[config.mk]
export PLATFORM = sky130hd
export DESIGN_NAME = riscv_alu_seq
export DESIGN_NICKNAME = d
export VERILOG_FILES = /design/src/rtl/riscv_alu_seq.sv
export SDC_FILE = /design/constraint.sdc
export NUM_CORES = 1
export LEC_CHECK = 0
export BUFFER_PORTS_ARGS = -buffer_cell sky130_fd_sc_hd__buf_2
export CAP_MARGIN = 0
export CORE_ASPECT_RATIO = 1.5
export CORE_MARGIN = 10
export CORE_UTILIZATION = 60
export DETAILED_ROUTE_END_ITERATION = 16
export PLACE_DENSITY = 0.81
export SETUP_SLACK_MARGIN = 0.4
export SLEW_MARGIN = 25
export SYNTH_ARGS = -nofsm -noshare
export SYNTH_HDL_FRONTEND = slang
export SYNTH_SLANG_ARGS = --single-unit
[constraint.sdc]
create_clock -name clk -period 5.3 [get_ports clk]
set_input_delay 1.06 -clock clk [delete_from_list [all_inputs] [get_ports clk]]
set_output_delay 1.06 -clock clk [all_outputs]
set_load 0.02 [all_outputs]
[src/rtl/riscv_alu_seq.sv]
// riscv_alu_seq: handshaked RV32-style ALU. Single-cycle ops answer in one cycle; with
// RISCV_ALU_M_EXT_EN defined, mul/div run a bit-serial datapath for WORD_LENGTH cycles.
package riscv_constants;
   typedef enum logic [4:0] {
      ALU_ADD = 5'd0, ALU_SUB, ALU_AND, ALU_OR, ALU_XOR, ALU_SLL, ALU_SRL, ALU_SRA,
      ALU_SLT, ALU_SLTU, ALU_MUL, ALU_MULH, ALU_MULHU, ALU_DIV, ALU_DIVU, ALU_REM, ALU_REMU
   } exec_fun_e;
endpackage

module riscv_alu_seq
   import riscv_constants::*;
#(
   parameter int WORD_LENGTH = 32
) (
   input  logic                   clk,
   input  logic                   rst,
   input  exec_fun_e              exec_fun,
   input  logic [WORD_LENGTH-1:0] data1,
   input  logic [WORD_LENGTH-1:0] data2,
   input  logic                   in_valid,
   output logic                   in_ready,
   output logic [WORD_LENGTH-1:0] alu_out,
   output logic                   br_flag,
   output logic                   out_valid,
   input  logic                   out_ready
);
   localparam int W  = WORD_LENGTH;
   localparam int SW = $clog2(W);

`ifdef RISCV_ALU_M_EXT_EN
   typedef enum logic [1:0] {IDLE, CALC, DONE} state_e;
`else
   typedef enum logic [1:0] {IDLE, DONE} state_e;
`endif

   state_e        state;
   logic [SW-1:0] shamt;
   logic [W-1:0]  simple_res;

   assign in_ready = (state == IDLE);
   assign shamt    = data2[SW-1:0];

   always_comb begin
      simple_res = '0;
      case (exec_fun)
         ALU_ADD:  simple_res = data1 + data2;
         ALU_SUB:  simple_res = data1 - data2;
         ALU_AND:  simple_res = data1 & data2;
         ALU_OR:   simple_res = data1 | data2;
         ALU_XOR:  simple_res = data1 ^ data2;
         ALU_SLL:  simple_res = data1 << shamt;
         ALU_SRL:  simple_res = data1 >> shamt;
         ALU_SRA:  simple_res = $unsigned($signed(data1) >>> shamt);
         ALU_SLT:  simple_res = {{(W-1){1'b0}}, ($signed(data1) < $signed(data2))};
         ALU_SLTU: simple_res = {{(W-1){1'b0}}, (data1 < data2)};
         default:  simple_res = '0;
      endcase
   end

`ifdef RISCV_ALU_M_EXT_EN
   typedef struct packed {
      exec_fun_e    fun;
      logic [W-1:0] a;
      logic         neg_q;   // negate product / quotient at the end
      logic         neg_r;   // negate remainder (dividend was negative)
      logic         div0;
      logic         eq;
   } req_t;

   req_t           req;
   logic [2*W-1:0] work, work_nxt, prod_fix;
   logic [W-1:0]   mag_b, mag_a_in, mag_b_in, diff, quo, rem, long_res;
   logic [W:0]     mul_sum, trial;
   logic [SW-1:0]  cnt;
   logic           sgn_op, ge, is_div, is_m;

   // Signed ops work on magnitudes; the sign is restored once at the end.
   assign sgn_op   = exec_fun inside {ALU_MULH, ALU_DIV, ALU_REM};
   assign is_m     = exec_fun inside {ALU_MUL, ALU_MULH, ALU_MULHU, ALU_DIV, ALU_DIVU,
                                      ALU_REM, ALU_REMU};
   assign mag_a_in = (sgn_op && data1[W-1]) ? -data1 : data1;
   assign mag_b_in = (sgn_op && data2[W-1]) ? -data2 : data2;

   // work = {hi, lo}: shift-add keeps {partial product, multiplier};
   // restoring divide keeps {remainder, dividend/quotient}.
   always_comb begin
      is_div   = req.fun inside {ALU_DIV, ALU_DIVU, ALU_REM, ALU_REMU};
      mul_sum  = {1'b0, work[2*W-1:W]} + (work[0] ? {1'b0, mag_b} : '0);
      trial    = {work[2*W-1:W], work[W-1]};
      ge       = (trial >= {1'b0, mag_b});
      diff     = trial[W-1:0] - mag_b;
      work_nxt = is_div ? {(ge ? diff : trial[W-1:0]), work[W-2:0], ge}
                        : {mul_sum, work[W-1:1]};
      prod_fix = req.neg_q ? -work_nxt : work_nxt;
      quo      = req.neg_q ? -work_nxt[W-1:0] : work_nxt[W-1:0];
      rem      = req.neg_r ? -work_nxt[2*W-1:W] : work_nxt[2*W-1:W];
      long_res = '0;
      case (req.fun)
         ALU_MUL:            long_res = prod_fix[W-1:0];
         ALU_MULH, ALU_MULHU: long_res = prod_fix[2*W-1:W];
         ALU_DIV, ALU_DIVU:  long_res = req.div0 ? '1 : quo;
         ALU_REM, ALU_REMU:  long_res = req.div0 ? req.a : rem;
         default:            long_res = '0;
      endcase
   end
`endif

   always_ff @(posedge clk) begin
      if (rst) begin
         state     <= IDLE;
         out_valid <= 1'b0;
         alu_out   <= '0;
         br_flag   <= 1'b0;
`ifdef RISCV_ALU_M_EXT_EN
         cnt       <= '0;
`endif
      end else begin
         case (state)
            IDLE: if (in_valid) begin
`ifdef RISCV_ALU_M_EXT_EN
               if (is_m) begin
                  state     <= CALC;
                  cnt       <= '0;
                  work      <= {{W{1'b0}}, mag_a_in};
                  mag_b     <= mag_b_in;
                  req.fun   <= exec_fun;
                  req.a     <= data1;
                  req.neg_q <= sgn_op && (data1[W-1] ^ data2[W-1]);
                  req.neg_r <= sgn_op && data1[W-1];
                  req.div0  <= (data2 == '0);
                  req.eq    <= (data1 == data2);
               end else begin
`else
               begin
`endif
                  state     <= DONE;
                  out_valid <= 1'b1;
                  alu_out   <= simple_res;
                  br_flag   <= (data1 == data2);
               end
            end
`ifdef RISCV_ALU_M_EXT_EN
            CALC: begin
               work <= work_nxt;
               cnt  <= cnt + 1'b1;
               if (cnt == SW'(W-1)) begin
                  state     <= DONE;
                  out_valid <= 1'b1;
                  alu_out   <= long_res;
                  br_flag   <= req.eq;
               end
            end
`endif
            DONE: if (out_ready) begin
               state     <= IDLE;
               out_valid <= 1'b0;
            end
            default: state <= IDLE;
         endcase
      end
   end
endmodule

==> impl_metrics.csv <==
group,metric,value,unit
timing,finalSetupTns,0,ps
die,row_count,57,
clock_network,clkLatencyLatePin,300,ps
finish,area_delta_synth_final,7.52,%
finish,final_area,10600,µm²
power_and_ir_drop,p_sw,818,µW
setup_path,crit-reg2reg-launch,"out_valid",
timing,slew_violations,0,
yosys,synthCells,1443,
yosys,syn-num-nets,1617,
die,die_h,177,µm
power_and_ir_drop,share_comb_of_total_power,0.627,
yosys,ys.flop_type,"dfxtp_1",
timing,worst_slew_pin_slew,997,ps
clock_network,ctsHtreeMaxLevel,2,
finish,layout.nets,1649,
detailed_routing,num_vias,12500,
die,pin_count,108,
die,dieArea,22000,µm²
placement,postPlaceCellArea,10400,µm²
finish,drive_gt1_frac,0.143,
setup_path,regToRegEndpoint,"alu_out[22]",
yosys,synth-seq-area-share,0.0691,
detailed_routing,first_iter_violations,2198,
die,coreArea,16200,µm²
placement,dpl.hpwl,35400,µm
worst_hold_path,worstHoldStart,"alu_out[10]",
setup_path,r2r_setup_slack,2380,ps
setup_path,worst-path-max-fanout,5,
clock_network,clk_pin_slew,60,ps
die,die_width,125,µm
power_and_ir_drop,p_sw_frac,0.507,
setup_path,crit_path_start_kind,"input pin",
power_and_ir_drop,p_per_area,152,nW/µm²
job,drv_cap,0,
setup_path,required,5530,ps
yosys,synth_edf_count,0,
finish,multiInputGateArea,8360,µm²
yosys,ys_warn_count,0,
detailed_routing,drt-total-wl,46700,µm
yosys,async_reset_ff_frac,0,
clock_network,cts_resized,0,
timing,fin_crit,4410,ps
yosys,synthDistinctLibCells,74,
setup_path,endpoint,"alu_out[28]",
placement,gp_congestion,1.08,
finish,seqCellArea,681,µm²
timing,setup_viol,0,
clock_network,cts_tree,"built",
global_routing,grt_overflow,0,
detailed_routing,wl_per_cell,27.8,µm
global_routing,grt_pass1_wl,70100,µm
setup_path,cp-end-kind,"flip-flop",
power_and_ir_drop,power.internal,794,µW
detailed_routing,via_per_inst,7.44,
clock_network,cts_buffer_depth,2,
timing,max_freq,227,MHz
global_routing,grt_pass1_vias,11800,
yosys,synth.cell_area,9850,µm²
clock_network,post_cts_buffers,0,
power_and_ir_drop,seqPwrFrac,0.166,
detailed_routing,dr.pass1.iters,9,
worst_hold_path,hold_class,"reg2reg",
placement,numPortBuffers,107,
timing,skew,3.82,ps
power_and_ir_drop,p_leak,0.00467,µW
setup_path,startpoint,"data1[0]",
detailed_routing,ant_nets,0,
power_and_ir_drop,clockPowerShare,0.207,
clock_network,cts_buffers,5,
timing,slew_headroom,0.334,
timing,rsz0062_at_grt,"no",
clock_network,cts_root_buf,"clkbuf_16",
yosys,syn_avg_cell_area,6.82,µm²
die,initial_utilization,0.608,
yosys,synth_seq_cells,34,
setup_path,cp.arrival,4640,ps
global_routing,antenna_found_initial,3,
finish,fin_util,0.654,
global_routing,grt_usage,0.401,
setup_path,critPathKind,"in2reg",
detailed_routing,drc,0,
finish,fillers,1534,
outcome,status,"finished, final reports clean",
clock_network,cts_num_sinks,34,
setup_path,r2r_cells,8,
global_routing,grt_max_degree,59,
clock_network,postCtsHoldBufs,0,
timing,finalHoldViolCount,0,
power_and_ir_drop,ir_drop,0.000171,V
timing,fin_crit_sh,0.831,
## cells in the final DEF, fill, tap and decap left out, types with 21 or more instances in the layout
master    Yosys  layout
o211ai_1     22      22
nor3_1       33      33
a21oi_1     162     161
buf_2        17     106
o21ai_0      95      95
a21o_1       21      21
dfxtp_1      34      34
mux2i_1      46      46
o221ai_1     23      23
ha_1         99      99
inv_1        91      91
nand2_1     165     165
mux4_2       27      27
a211oi_1     36      36
nor2_1      158     158
a221oi_1     30      30
buf_4         1      33
## stage by stage
step	setup slack [ps]	total power, µW	std cells	hold slack, ps
floorplan	533	925	1443	535
global placement	788	1220	1674	436
detailed placement	709	1230	1674	442
CTS	1010	1550	1682	457
global route	601	1670	1682	483
finish	895	1610	1683	458
## power groups by stage
stage                     clock network [µW]  logic, µW  registers, µW
after global routing                     332       1070            267
final                                    334       1010            267
after floorplan                            0        648            278
after global placement                     0        948            272
after detailed placement                   0        957            272
after CTS                                327        962            266
## metal layers
layer	track usage	wire length (µm)
met1	0.468	16000
met2	0.649	21100
met3	0.0816	5730
met4	0.277	3840
met5	0	28
## cells in the mapped netlist, types with 23 or more instances
library cell    n  area, µm²
nand2_1       165        619
a21oi_1       162        811
nor2_1        158        593
ha_1           99       1240
o21ai_0        95        475
inv_1          91        342
clkbuf_1       78        293
mux2i_1        46        460
a211oi_1       36        270
dfxtp_1        34        681
nor3_1         33        165
a221oi_1       30        263
mux4_2         27        608
o221ai_1       23        201
## worst min-delay path by stage
stage,to,slack (ps),cells past startpoint
after floorplan,alu_out[4],530,2
after CTS,alu_out[10],460,2
final,alu_out[10],460,2
after detailed placement,alu_out[10],440,2
after global routing,alu_out[4],480,2
after global placement,alu_out[6],440,2
## state kept, by name, summed over array words and instances (netlist names)
| name | flops |
|---|---|
| alu_out | 32 |
| br_flag | 1 |
| out_valid | 1 |
## critical path, cell delays in order
cell and delay (ps):
buf_2 130, inv_1 100, ha_1 180, inv_1 60, fa_1 390, nor2b_1 180, o21ai_1 190, a311oi_1 180
a211o_1 390, a211oi_1 460, o31ai_1 240, a221o_1 390, a2111oi_0 420, a311oi_1 80, a21oi_1 170
## area by class of cell
cell class                      count  area share
Clock buffer                        7      0.0135
Inverter                           96      0.0340
Multi-Input combinational cell   1199       0.790
Timing Repair Buffer              139      0.0735
Antenna cell                        1    0.000236
Tap cell                          206      0.0243
Clock inverter                      1    0.000473
Sequential cell                    34      0.0643
## kinds of logic after synthesis
family	count (synthesis)	synth area share
flip-flops	34	0.0691
adder cells (fa/ha/maj)	101	0.130
multiplexers	88	0.135
AO/OA/AOI/OAI	546	0.372
buffers and inverters	210	0.0841
XOR/XNOR	8	0.00712
AND/OR/NAND/NOR	456	0.203
(Power assumes the default switching activity.)
